==> src/rtl/media_bloco_q44.sv <==
// media_bloco_q44: block averager for Q4.4 samples from the adder/subtractor stage.
// Overflowed samples are saturated to the correct extreme, 2^LOG2N samples are summed,
// and the rounded mean plus the count of saturated samples is held until accepted.
module media_bloco_q44 #(
    parameter int LOG2N = 3
) (
    input  logic               clk,
    input  logic               rst,
    input  logic               in_valid,
    output logic               in_ready,
    input  logic [7:0]         in_result,
    input  logic               in_overflow,
    output logic               out_valid,
    input  logic               out_ready,
    output logic [7:0]         out_mean,
    output logic [LOG2N:0]     out_sat_count
);

    localparam int ACC_W = 8 + LOG2N;
    localparam int CNT_W = LOG2N + 1;
    localparam logic [CNT_W-1:0] LAST_IDX = CNT_W'((2 ** LOG2N) - 1);
    // Half an LSB of the mean, added before the shift so ties round toward +infinity.
    localparam logic signed [ACC_W-1:0] HALF = ACC_W'(2 ** (LOG2N - 1));

    typedef enum logic [1:0] {
        IDLE  = 2'd0,
        ACCUM = 2'd1,
        HOLD  = 2'd2
    } state_t;

    state_t                   state_q, state_d;
    logic signed [ACC_W-1:0]  acc_q, acc_d;
    logic [CNT_W-1:0]         cnt_q, cnt_d;
    logic [CNT_W-1:0]         sat_q, sat_d;
    logic [7:0]               mean_q, mean_d;
    logic [CNT_W-1:0]         out_sat_q, out_sat_d;

    logic [7:0]               sample_fix;
    logic signed [ACC_W-1:0]  sample_ext;
    logic signed [ACC_W-1:0]  acc_sum;
    logic signed [ACC_W-1:0]  acc_rounded;
    logic signed [ACC_W-1:0]  mean_full;
    logic [CNT_W-1:0]         sat_sum;
    logic                     accept;

    // Correct, extend and sum the incoming sample; derive the rounded mean from the running sum.
    always_comb begin
        // An overflowed result has the wrong sign bit: a negative-looking result came
        // from a positive overflow, so it saturates to +max, and vice versa.
        if (in_overflow) begin
            sample_fix = in_result[7] ? 8'h7F : 8'h80;
        end else begin
            sample_fix = in_result;
        end
        sample_ext  = {{LOG2N{sample_fix[7]}}, sample_fix};
        acc_sum     = acc_q + sample_ext;
        // The sum of N samples plus HALF stays below 2^(ACC_W-1), so this add cannot wrap.
        acc_rounded = acc_sum + HALF;
        mean_full   = acc_rounded >>> LOG2N;
        sat_sum     = sat_q + CNT_W'(in_overflow);
        accept      = (state_q == ACCUM) && in_valid;
    end

    // Next-state and datapath updates; every _d defaults to its current value.
    always_comb begin
        // NOTE: defaults first so no path leaves a signal unassigned, which would infer a latch.
        state_d   = state_q;
        acc_d     = acc_q;
        cnt_d     = cnt_q;
        sat_d     = sat_q;
        mean_d    = mean_q;
        out_sat_d = out_sat_q;
        case (state_q)
            IDLE: begin
                state_d = ACCUM;
            end
            ACCUM: begin
                if (accept) begin
                    acc_d = acc_sum;
                    cnt_d = cnt_q + CNT_W'(1);
                    sat_d = sat_sum;
                    if (cnt_q == LAST_IDX) begin
                        mean_d    = mean_full[7:0];
                        out_sat_d = sat_sum;
                        state_d   = HOLD;
                    end
                end
            end
            HOLD: begin
                if (out_ready) begin
                    acc_d   = '0;
                    cnt_d   = '0;
                    sat_d   = '0;
                    state_d = ACCUM;
                end
            end
            default: begin
                state_d = IDLE;
            end
        endcase
    end

    // State and datapath registers with synchronous reset.
    always_ff @(posedge clk) begin
        // NOTE: non-blocking assignments so every flop samples pre-edge values.
        if (rst) begin
            state_q   <= IDLE;
            acc_q     <= '0;
            cnt_q     <= '0;
            sat_q     <= '0;
            mean_q    <= '0;
            out_sat_q <= '0;
        end else begin
            state_q   <= state_d;
            acc_q     <= acc_d;
            cnt_q     <= cnt_d;
            sat_q     <= sat_d;
            mean_q    <= mean_d;
            out_sat_q <= out_sat_d;
        end
    end

    // Handshake flags decode straight from the state register, never from inputs.
    assign in_ready      = (state_q == ACCUM);
    assign out_valid     = (state_q == HOLD);
    assign out_mean      = mean_q;
    assign out_sat_count = out_sat_q;

endmodule

==> config.mk <==
export PLATFORM = sky130hd
export DESIGN_NAME = media_bloco_q44
export DESIGN_NICKNAME = d
export VERILOG_FILES = /design/src/rtl/media_bloco_q44.sv
export SDC_FILE = /design/constraint.sdc
export NUM_CORES = 1
export LEC_CHECK = 0
export ABC_AREA = 1
export BUFFER_PORTS_ARGS = -buffer_cell sky130_fd_sc_hd__buf_4
export CAP_MARGIN = 20
export CORE_MARGIN = 1
export CORE_UTILIZATION = 55
export DETAILED_ROUTE_END_ITERATION = 7
export PLACE_DENSITY = 0.76
export SLEW_MARGIN = 30
export SYNTH_ARGS = -nofsm -noshare
export SYNTH_HDL_FRONTEND = slang
export SYNTH_SLANG_ARGS = --single-unit
export TNS_END_PERCENT = 20
==> constraint.sdc <==
create_clock -name clk -period 3.4 [get_ports clk]
set_clock_uncertainty 0.1 [all_clocks]
set_input_delay 0.34 -clock clk [delete_from_list [all_inputs] [get_ports clk]]
set_output_delay 0.34 -clock clk [all_outputs]
set_load 0.02 [all_outputs]
Word-level counts from Yosys, hierarchy flattened:

Index checks and enable logic that the tools add are counted.

* bits in registers: 33
* bits of input ports: 13
* output and inout port bits: 14
* logic and storage cells: 36

* add/subtract/negate cells: 4
* equal/unequal tests: 6
* mux-type cells: 14
* reductions and logical operators: 6

Operators by type and width (count)
* 11-bit two-way mux: 2
* 11-bit one-hot mux with 2 select lines: 1
* 8-bit two-way mux: 2
* 4-bit one-hot mux with 2 select lines: 2
* 4-bit two-way mux: 3
* 11-bit by 4-bit adder with 11-bit output (second input constant): 1
* 11-bit by 8-bit adder with 11-bit output: 1
* 3-bit AND reduction: 3
* 2-bit two-way mux: 3
* 2-bit by 1-bit inequality test with 1-bit output (second input constant): 3
* 2-bit one-hot mux with 3 select lines: 1
* 4-bit by 1-bit adder with 4-bit output: 1
* 4-bit by 1-bit adder with 4-bit output (second input constant): 1
* 4-bit by 3-bit equality test with 1-bit output (second input constant): 1
* 2-bit by 1-bit equality test with 1-bit output (second input constant): 1
* 2-bit equality test (second input constant): 1
* 2-bit logical NOT: 1
* 2-bit nonzero test: 1
* 1-bit logical AND: 1

Logic depth before layout (Yosys ltp):

Gate-level depths: netlist (run 1).

* depth after elaboration: 5
* mapped depth: 19
* depth with buffers taken out: 19

Worst setup path before layout (run 1):

No wires, ideal clock.

* kind: input-to-reg
* start: input port in_overflow
* end: register mean_q[5], in the netlist out_mean[5]
* setup time: 109 ps
* arrival: 2242 ps
* required time: 3191 ps
* setup slack: 949 ps
* stages: 15
* buffers on the path: 0
* cells stage by stage: nand2_1 > nand2_1 > ha_1 > fa_1 > xor2_2 > ha_1 > inv_1 > nor2_4 > nand2_2 > nor2_4 > nand2_1 > nand2_1 > nand3_1 > nand2_1 > inv_1

* cells in the longest elaborated chain, start to end: 3

RTL lines
* start: declaration: line 12 `input logic in_overflow,`
* 8-bit two-way mux: line 50 `if (in_overflow) begin`
* 11-bit by 8-bit adder with 11-bit output: line 56 `acc_sum = acc_q + sample_ext;`
* 11-bit by 4-bit adder with 11-bit output: line 58 `acc_rounded = acc_sum + HALF;`
* end signal: assignment: line 118 `mean_q <= mean_d;`
* end: declaration: line 35 `logic [7:0] mean_q, mean_d;`

Every way passes these cells.
A chain may end at the register's enable or synchronous reset.

Worst setup path in the final report (run 1):

Same ends and word-level chain as after synthesis.

==> results by group, run 1 <==
Run status
  – Run status: completed

Synthesis
  – Synth Warn #: 0
  – Distinct cells, synth: 29
  – Number of synthesized register bits: 33
  – Seq/Total Area, Yosys: 30.3%
  – Avg Inst Size Synth: 6.40 sq um
  – Gate Count Post-Synth: 341
  – Area of the mapped netlist: 0.00218 sq mm
  – Syn Nets: about 370

Drt
  – Routed vias: about 2,100
  – Post-DR vias/cell: around 5
  – Final wirelength: 5050 um
  – WL per Instance: 12.1 um
  – Iter 0 DRT Violations: 110
  – First drt pass iteration count: 4
  – ANT nets after route: 0
  – DRC viols: 0

GRT
  – Total Routing Usage GR: roughly 27%
  – Initial antenna violation count: 0
  – First-pass GRT wire length: about 8600 um
  – Largest net degree at the start of global routing: 23
  – Vias in the first global route: 1,943
  – Total congestion overflow: 0

Timing
  – Final Setup Violations: 0
  – Final hold vios: 0
  – Unrepaired setup endpoints after global routing: false
  – Actual slew at the worst max-slew pin: 0.663 ns
  – Final hold slack: ~0.25 ns
  – Max Clock Freq: 386 MHz
  – Shortest period the worst path allows: 2.59 ns
  – Post-route setup TNS: 0 ns
  – Fin crit share: 76.1%
  – Worst slew margin: 55.7%
  – Slew Viols, Final: 0

Floorplan
  – Starting Density: between 50% and 60%
  – Die Footprint: ~0.0042 sq mm
  – Die width: roughly 65 um
  – IO Pins: 27
  – Cell Rows: 22
  – Core Region: 0.00374 sq mm
  – Chip Height: 65.0 um

Critical path
  – CP bufs+invs: 3
  – Crit end category: flip-flop
  – Top delay family on crit path: simple AND/OR/NAND/NOR gates
  – Crit path top cell by count: nand2_1
  – Crit Path Max Fanout: 9
  – Crit. path cell count: 16
  – R2R depth: 13
  – Required @ worst endpoint: roughly 3.5 ns
  – Crit Path Class: input port to flip-flop
  – Slowest stage cell on the critical path: fa_1
  – Critical path, cell by cell: buf_4 > nand2_1 > nand2_1 > ha_1 > fa_1 > xor2_2 > ha_1 > inv_1 > nor2_4 > nand2_2 > nor2_4 > nand2_1 > nand2_1 > nand3_1 > nand2_1 > inv_1
  – Worst setup SP type: input port
  – Critical path arrival: between 2 and 3 ns
  – Slowest stage delay, CP: 0.47 ns

Clocking
  – CTS tree: done
  – # hold bufs at CTS: 0
  – Clock buffer depth: 2
  – Post-CTS sizing: 0
  – Cts bufs inserted: 5
  – Clk sink count: 33
  – CTS Root Cell: clkbuf_8
  – Postcts setup bufs: 0
  – H-tree depth: 2
  – Worst-Skew Late Latency: 0.29 ns
  – Clk pin slew, worst setup/hold paths: about 0.070 ns

Place
  – IO buf count: 26
  – Gpl congestion: 0.891
  – DP Wirelength: 3800 um
  – Cell Area, Placed: 0.00242 sq mm

Pwr
  – VDD IR max: approximately 0.00030 V
  – Pwr dens: 400 mW/mm^2
  – Leakage: 0.00134 uW
  – Total power draw: between 1000 and 1500 uW

Cells and area
  – Syn-to-layout area delta: 15.9%
  – Fin nets: 396
  – Most frequent cells in the layout: nand2_1 (117), inv_1 (46), dfxtp_1 (33)
  – Final core occ: 67.6%
  – # diodes: 0
  – Final instance area: 0.00253 sq mm
  – Share of cells above drive strength 1: 15.2%
  – Commonest non-fill, non-tap cell in the layout: nand2_1

Flow run
  – Max-cap violations: 0

Worst hold path
  – HP Class: input port to flip-flop
  – Hold path depth: 4
[worst reg2reg max path: cells and delay by family (launching register included)]
family	cells	cell delay [ns]
simple gates	7	0.60
buf+inv	2	0.10
fa+ha+maj	3	0.91
xor+xnor	1	0.26
flops	1	0.31
[layer usage]
| metal | vias up | global-route usage (%) | routed length, um | part of all wire [%] |
|---|---|---|---|---|
| met3 | 9 | 5.11 | 256 | 5.1 |
| met5 | - | 0 | 0 | 0 |
| li1 | 1121 | - | - | - |
| met1 | 956 | 35.8 | 2450 | 48 |
| met4 | 0 | 9.72 | 78 | 1.5 |
| met2 | 48 | 42.7 | 2270 | 45 |
[power by group]
| part | switching (uW) | internal, uW | total, uW | leakage [uW] |
|---|---|---|---|---|
| sequential | 7.54 | 397 | 405 | 0.000267 |
| combinational | 155 | 80.3 | 235 | 0.00102 |
| clock | 154 | 219 | 373 | 0.0000543 |
| total | 316 | 697 | 1010 | 0.00134 |
[Yosys cell counts (all sizes together)]
cell type,number,area [sq um]
nand2,127,512
inv,48,183
dfxtp,33,661
nor2,31,146
a21oi,29,153
nand3,19,100
ha,14,175
o21ai,11,55.1
xor2,5,51.3
clkbuf,4,15.0
nor3,4,20.0
buf,3,15.0
nand4,3,18.8
and3,2,12.5
nand3b,2,15.0
o211ai,2,15.0
and2,1,6.26
clkinv,1,3.75
fa,1,20.0
or2,1,6.26
[flip-flops by register name (all words and copies together) (netlist names)]
signal         count
acc_q             11
sat_q              4
cnt_q              4
out_mean           8
state_q            2
out_sat_count      4
[path summary, 6_finish.rpt]
path | start | endpoint | slack (ns)
setup reg to reg | acc_q[0] | out_mean[5] | 1.02
setup / recovery | in_overflow | out_mean[5] | 0.81
hold reg to reg | acc_q[0] | acc_q[0] | 0.37
hold / removal | in_valid | state_q[0] | 0.25
[stage by stage]
stage	setup WS, ns	std cells
floorplan	0.949	341
global placement	0.646	409
detailed placement	0.542	409
CTS	0.824	417
global route	0.668	417
finish	0.811	417
[area by class of cell]
cell class | instances | area [sq um]
multi-input combinational | 252 | 1310
fill | 357 | 1210
sequential | 33 | 661
timing repair buffer | 27 | 203
inverter | 49 | 186
clock buffer | 5 | 68.8
tap | 48 | 60.1
clock inverter | 3 | 46.3
[cells by family after synthesis]
family / after synthesis / share of synthesized area [%]
AND/OR/NAND/NOR: 190 / 38.3
adder cells (fa/ha/maj): 15 / 8.94
buffers and inverters: 56 / 9.91
XOR/XNOR: 5 / 2.35
AO/OA/AOI/OAI: 42 / 10.2
flip-flops: 33 / 30.3
Power figures use the tool's default switching activity.
==> inputs of run 2 (changes only) <==
Settings changed: ABC_AREA 1 to 0, PLACE_DENSITY 0.76 to 0.77.
Clock period 3.4 ns to 2.66 ns, I/O delays scaled along.
==> run 2 against run 1 <==
- global-route usage shrank 2.4 points
- synthesized cell count shrank 32%
- largest power group unchanged
- largest cell class unchanged
- critical endpoint unchanged
- clock-buffer cell count is the same
==> results by group, run 2 <==
GRT
  – Total congestion overflow: 0 (unchanged)
  – First-pass GRT wire length: 7640 um (was 8590 um)
  – Largest net degree at the start of global routing: 33 (was 23)
  – GR Layer Usage met3: 4.38% (was 5.11%)
  – Global routing usage on met2: 44.7% (was 42.7%)
  – GRT met1 Usage: 28.3% (was 35.8%)
  – Vias in the first global route: 1,780 (was 1,943)
  – GRT busiest layer: met2 (unchanged)
  – Initial antenna violation count: 0 (unchanged)
  – Total Routing Usage GR: 24.4% (was 26.8%)

Drt
  – Iter 0 DRT Violations: 71 (was 110)
  – Routed vias: 1,765 (was 2,134)
  – Post-DR vias/cell: 5.40 (was 5.12)
  – DRC viols: 0 (unchanged)
  – First drt pass iteration count: 4 (unchanged)
  – ANT nets after route: 0 (unchanged)
  – Final wirelength: 4290 um (was 5050 um)
  – WL per Instance: 13.1 um (was 12.1 um)

Synthesis
  – Post-Synth Adder-Cell Area: 9.73% (was 8.94%)
  – Distinct cells, synth: 45 (was 29)
  – Syn Nets: 261 (was 369)
  – Synth area leader: dfxtp_1 (unchanged)
  – Synth Area in Compound Gates: 20.7% (was 10.2%)
  – Most instantiated library cell after synthesis: nor2_1 (was nand2_1)
  – Synth Area in XOR/XNOR: 9.60% (was 2.35%)
  – Largest cells by area after synthesis: dfxtp_1 (33%), ha_1 (8.7%), nor2_1 (8.0%) (was dfxtp_1 (30%), nand2_1 (20%), ha_1 (8.0%))
  – Synth cell count leaders: nor2_1 (43), dfxtp_1 (33), ha_1 (14), inv_1 (14) (was nand2_1 (117), inv_1 (46), dfxtp_1 (33))
  – Main combinational cell family by area after synthesis: compound AO/OA/AOI/OAI gates (was simple AND/OR/NAND/NOR gates)
  – Simple-Gate Fraction of Synth Area: 19.4% (was 38.3%)
  – Post-synth ARST share: 0% (unchanged)
  – Avg Inst Size Synth: 8.61 sq um (was 6.40 sq um)
  – Number of synthesized flops with an enable pin: 0 (unchanged)
  – Synth Flop Type: dfxtp_1 (unchanged)
  – Area of the mapped netlist: 0.00201 sq mm (was 0.00218 sq mm)
  – Synth Warn #: 0 (unchanged)
  – Yosys top cell area share: 32.9% (was 30.3%)
  – Gate Count Post-Synth: 233 (was 341)
  – Number of synthesized register bits: 33 (unchanged)
  – Multiplexer area fraction after synthesis: 2.99% (was 0%)
  – Seq/Total Area, Yosys: 32.9% (was 30.3%)

Critical path
  – Crit Path Max Fanout: 3 (was 9)
  – R2R depth: 9 (was 13)
  – Crit. path cell count: 9 (was 16)
  – Top delay family on crit path: simple AND/OR/NAND/NOR gates (unchanged)
  – Slowest stage delay, CP: 0.37 ns (was 0.47 ns)
  – Critical path, cell by cell: ha_4 > a211oi_4 > o21ai_0 > nor2b_2 > ha_2 > nor3b_4 > nand4b_4 > or3_1 > a311oi_2 (was buf_4 > nand2_1 > nand2_1 > ha_1 > fa_1 > xor2_2 > ha_1 > inv_1 > nor2_4 > nand2_2 > nor2_4 > nand2_1 > nand2_1 > nand3_1 > nand2_1 > inv_1)
  – Crit Path Class: flip-flop to flip-flop (was input port to flip-flop)
  – Critical path arrival: 2.69 ns (was 2.68 ns)
  – Crit end category: flip-flop (unchanged)
  – Worst setup startpoint: acc_q[1] (was in_overflow)
  – Worst setup SP type: flip-flop (was input port)
  – Slowest stage cell on the critical path: dfxtp_2 (was fa_1)
  – R2R setup slack: 0.12 ns (was 1.02 ns)
  – CP bufs+invs: 0 (was 3)
  – Worst setup path end: out_mean[5] (unchanged)
  – Worst reg2reg startpoint: acc_q[1] (was acc_q[0])
  – FF-to-FF End: out_mean[5] (unchanged)
  – Required @ worst endpoint: 2.81 ns (was 3.49 ns)

Floorplan
  – Starting Density: 58.8% (was 58.3%)
  – IO Pins: 27 (unchanged)
  – Die Footprint: 0.00389 sq mm (was 0.00423 sq mm)
  – Core Region: 0.00342 sq mm (was 0.00374 sq mm)
  – Die width: 62.4 um (was 65.0 um)
  – Chip Height: 62.4 um (was 65.0 um)
  – Cell Rows: 21 (was 22)

Place
  – Gpl congestion: 0.857 (was 0.891)
  – Cell total after placement: 319 (was 409)
  – DP Wirelength: 3300 um (was 3800 um)
  – Cell Area, Placed: 0.00247 sq mm (was 0.00242 sq mm)
  – Pre-CTS setup slack: -0.232 ns (was 0.542 ns)
  – IO buf count: 26 (unchanged)

Cells and area
  – Final instance area: 0.00254 sq mm (was 0.00253 sq mm)
  – Most frequent cells in the layout: buf_4 (51), nor2_1 (43), dfxtp_1 (32) (was nand2_1 (117), inv_1 (46), dfxtp_1 (33))
  – Final core occ: 74.3% (was 67.6%)
  – Commonest non-fill, non-tap cell in the layout: buf_4 (was nand2_1)
  – Fin nets: 308 (was 396)
  – Share of cells above drive strength 1: 29.9% (was 15.2%)
  – Largest register FFs: 11 (unchanged)
  – Syn-to-layout area delta: 26.5% (was 15.9%)
  – Finished Layout Cells: 327 (was 417)
  – # diodes: 0 (unchanged)
  – Reg with most FFs: acc_q (unchanged)

Timing
  – Final Setup Violations: 0 (unchanged)
  – Final hold vios: 0 (unchanged)
  – Shortest period the worst path allows: 2.54 ns
  – Unrepaired setup endpoints after global routing: true (was false)
  – Max Clock Freq: 393 MHz
  – Worst slew margin: 76.6% (was 55.7%)
  – Post-route setup TNS: 0 ns (unchanged)
  – Actual slew at the worst max-slew pin: 0.349 ns (was 0.663 ns)
  – Slew Viols, Final: 0 (unchanged)
  – Fin crit share: 95.6%
  – Worst setup margin: 0.117 ns (was 0.811 ns)

Clocking
  – Clk sink count: 33 (unchanged)
  – Cts bufs inserted: 5 (unchanged)
  – Clock buffer depth: 2 (unchanged)
  – H-tree depth: 2 (unchanged)
  – CTS Root Cell: clkbuf_4 (was clkbuf_8)
  – # hold bufs at CTS: 0 (unchanged)
  – CTS tree: done (unchanged)
  – Worst-Skew Late Latency: 0.34 ns (was 0.29 ns)
  – Clk pin slew, worst setup/hold paths: 0.10 ns (was 0.07 ns)

Pwr
  – Leakage: 0.00109 uW (was 0.00134 uW)
  – Pwr dens: 477 mW/mm^2 (was 400 mW/mm^2)
  – VDD IR max: 0.000346 V (was 0.000299 V)

Flow run
  – Max-cap violations: 0 (unchanged)

Run status
  – Run status: completed (unchanged)

Worst hold path
  – Hold path depth: 3 (was 4)
  – HP Class: input port to flip-flop (unchanged)
run 2: cell types whose count changed after synthesis, sizes merged, moves of 13 or more:
cell | before | now
inv | 48 | 14
a22oi | 0 | 13
a21oi | 29 | 15
nand2 | 127 | 8
nand3 | 19 | 6
xnor2 | 0 | 13
run 2: area by class of cell:
type,count,area [sq um]
inverter,14,52.6
tap,46,57.6
sequential,33,662
timing repair buffer,51,383
clock buffer,5,37.5
multi-input combinational,175,1330
fill,270,877
clock inverter,3,17.5
run 2: metal layers:
layer	wire length, um	up-vias
li1	-	915
met1	1880	821
met2	2250	25
met3	115	4
met4	41	0
met5	0	-
run 2: worst min path at each step:
stage / startpoint / endpoint / slack (ns)
2_1_floorplan: rst / out_mean[5] / 0.24
6_report: out_ready / state_q[0] / 0.09
4_1_cts: out_ready / state_q[0] / 0.09
3_5_place_dp: out_sat_count[3] / out_sat_count[3] / 0.38
5_1_grt: out_ready / state_q[0] / 0.12
3_3_place_gp: out_sat_count[1] / out_sat_count[1] / 0.38
run 2: cells by family (layout without fill, tap and decap cells):
group | Yosys count | count (layout)
xor+xnor | 19 | 19
compound gates | 58 | 58
fa+ha+maj | 15 | 15
mux | 6 | 6
flops | 33 | 33
simple gates | 77 | 77
buf+inv | 25 | 73
run 2: worst min-delay path: stages:
cell	delay, ns
buf_4	0.10
a21oi_1	0.06
nor2_1	0.07
run 2: through the flow:
stage | total power, uW | hold WS (ns)
floorplan | 808 | 0.238
global placement | 928 | 0.375
detailed placement | 938 | 0.383
CTS | 1210 | 0.0892
global route | 1280 | 0.124
finish | 1210 | 0.0916
run 2: repair_timing:
action                     in CTS  in global routing
resized for setup               0                  4
buffers inserted                0                  0
setup endpoints to repair       0                  3
run 2: where the power goes:
group	internal, uW	leakage, uW	switching [uW]
registers	510	0.000268	12.9
clock network	99.6	0.0000310	180
logic	201	0.000790	207
total	810	0.00109	399
==> inputs of run 3 (changes only) <==
Settings changed: CORE_ASPECT_RATIO set to 1.4.
==> run 3 against run 2 <==
- setup slack better by 0.093 ns
- clock power is 76% higher
- final area is 1.7% higher
- sequential share of layout area is 0.44 points lower
- via count is 2.1% higher
- die area hardly changed
- non-clock buffer count stayed put
- combinational power is 2% lower
- hold slack better by 0.046 ns
- fmax is 3.8% higher
- total power is 17% higher
==> results by group, run 3 (synthesis gave the netlist of run 2 again) <==
Pwr
  – VDD IR max: 0.000769 V (was 0.000346 V)
  – Pwr dens: 548 mW/mm^2 (was 477 mW/mm^2)
  – Leakage: 0.00111 uW (was 0.00109 uW)

Cells and area
  – Commonest non-fill, non-tap cell in the layout: buf_4 (unchanged)
  – Most frequent cells in the layout: buf_4 (51), nor2_1 (43), dfxtp_1 (32) (unchanged)
  – Reg with most FFs: acc_q (unchanged)
  – Fin nets: 308 (unchanged)
  – Largest register FFs: 11 (unchanged)
  – Share of cells above drive strength 1: 28.8% (was 29.9%)
  – Syn-to-layout area delta: 28.7% (was 26.5%)
  – # diodes: 0 (unchanged)

Place
  – Pre-CTS setup slack: -0.129 ns (was -0.232 ns)
  – Gpl congestion: 0.767 (was 0.857)
  – IO buf count: 26 (unchanged)
  – DP Wirelength: 3270 um (was 3300 um)

GRT
  – GRT met1 Usage: 26.9% (was 28.3%)
  – Vias in the first global route: 1,643 (was 1,780)
  – Global routing usage on met2: 45.4% (was 44.7%)
  – Total Routing Usage GR: 25.2% (was 24.4%)
  – Total congestion overflow: 0 (unchanged)
  – First-pass GRT wire length: 7110 um (was 7640 um)
  – Largest net degree at the start of global routing: 33 (unchanged)
  – GRT busiest layer: met2 (unchanged)
  – Initial antenna violation count: 0 (unchanged)
  – GR Layer Usage met3: 4.97% (was 4.38%)

Critical path
  – Crit Path Max Fanout: 3 (unchanged)
  – R2R setup slack: 0.21 ns (was 0.12 ns)
  – Crit end category: flip-flop (unchanged)
  – CP bufs+invs: 0 (unchanged)
  – Top delay family on crit path: adder cells (was simple AND/OR/NAND/NOR gates)
  – Critical path arrival: 2.55 ns (was 2.69 ns)
  – Worst setup SP type: flip-flop (unchanged)
  – Required @ worst endpoint: 2.76 ns (was 2.81 ns)
  – Critical path, cell by cell: ha_1 > fa_2 > xor2_2 > ha_2 > nor3b_4 > nand4b_4 > or3_1 > a311oi_1 (was ha_4 > a211oi_4 > o21ai_0 > nor2b_2 > ha_2 > nor3b_4 > nand4b_4 > or3_1 > a311oi_2)
  – Crit Path Class: flip-flop to flip-flop (unchanged)
  – Slowest stage delay, CP: 0.39 ns (was 0.37 ns)
  – Slowest stage cell on the critical path: fa_2 (was dfxtp_2)

Clocking
  – Cts bufs inserted: 5 (unchanged)
  – Clk sink count: 33 (unchanged)
  – CTS tree: done (unchanged)
  – # hold bufs at CTS: 0 (unchanged)
  – Worst-Skew Late Latency: 0.29 ns (was 0.34 ns)
  – Clock buffer depth: 2 (unchanged)
  – Clk pin slew, worst setup/hold paths: 0.07 ns (was 0.10 ns)
  – H-tree depth: 2 (unchanged)
  – CTS Root Cell: clkbuf_8 (was clkbuf_4)

Timing
  – Worst setup margin: 0.210 ns (was 0.117 ns)
  – Fin crit share: 92.1% (was 95.6%)
  – Actual slew at the worst max-slew pin: 0.365 ns (was 0.349 ns)
  – Slew Viols, Final: 0 (unchanged)
  – Unrepaired setup endpoints after global routing: false (was true)
  – Final hold vios: 0 (unchanged)
  – Shortest period the worst path allows: 2.45 ns (was 2.54 ns)
  – Final Setup Violations: 0 (unchanged)
  – Max Clock Freq: 408 MHz (was 393 MHz)
  – Final hold slack: 0.138 ns (was 0.0916 ns)
  – Worst slew margin: 75.6% (was 76.6%)

Drt
  – Post-DR vias/cell: 5.61 (was 5.40)
  – Iter 0 DRT Violations: 36 (was 71)
  – ANT nets after route: 0 (unchanged)
  – Final wirelength: 4360 um (was 4290 um)
  – WL per Instance: 13.6 um (was 13.1 um)
  – First drt pass iteration count: 4 (unchanged)
  – Routed vias: 1,802 (was 1,765)
  – DRC viols: 0 (unchanged)

Floorplan
  – IO Pins: 27 (unchanged)
  – Core Region: 0.00344 sq mm (was 0.00342 sq mm)
  – Die Footprint: 0.00390 sq mm (was 0.00389 sq mm)
  – Starting Density: 58.3% (was 58.8%)
  – Cell Rows: 25 (was 21)
  – Chip Height: 73.5 um (was 62.4 um)
  – Die width: 53.1 um (was 62.4 um)

Flow run
  – Max-cap violations: 0 (unchanged)

Run status
  – Run status: completed (unchanged)

Worst hold path
  – HP Class: input port to flip-flop (unchanged)
run 3: final timing paths:
kind                                  start  cells after the start          end
worst max-delay path               acc_q[0]                      8  out_mean[5]
worst min-delay path              out_ready                      3   state_q[0]
worst max register to register     acc_q[0]                      8  out_mean[5]
worst min register to register  out_mean[3]                      2  out_mean[3]
run 3: power breakdown:
part | internal, uW | total, uW | leakage, uW | switching, uW
registers | 510 | 523 | 0.000268 | 12.6
logic | 194 | 401 | 0.000788 | 206
clock network | 305 | 492 | 0.0000585 | 187
run 3: what timing repair did:
item | in CTS | in global routing
setup buffers | 0 | 1
endpoints found under the setup margin | 0 | 2
resized for setup | 0 | 2
run 3: layout make-up:
cell class                      instances  area (sq um)
Multi-Input combinational cell        175          1320
Fill cell                             275           858
Sequential cell                        33           662
Timing Repair Buffer                   51           383
Clock buffer                            7          86.3
Inverter                               14          52.6
Tap cell                               40          50.0
Clock inverter                          1          30.0
run 3: routing by layer:
metal	vias up	part of all wire, %
li1	906	-
met1	845	40
met2	41	54
met3	10	3.6
met4	0	2.5
met5	-	0
run 3: worst reg2reg max path, cell delays in order, from the launching register on:
cell,delay [ns]
dfxtp_1,0.32
ha_1,0.25
fa_2,0.39
xor2_2,0.16
ha_2,0.19
nor3b_4,0.23
nand4b_4,0.14
or3_1,0.34
a311oi_1,0.24
run 3: stage by stage:
stage                     TNS [ns]  instance area (sq um)  utilization [%]  power (uW)  instances
final                            0                   2580             75.1        1420        321
after global placement     -0.0273                   2450             71.3         918        312
after floorplan                  0                   2080                -         808        233
after global routing             0                   2580             75.1        1480        321
after detailed placement    -0.324                   2450             71.3         929        312
after CTS                        0                   2570             74.7        1420        320
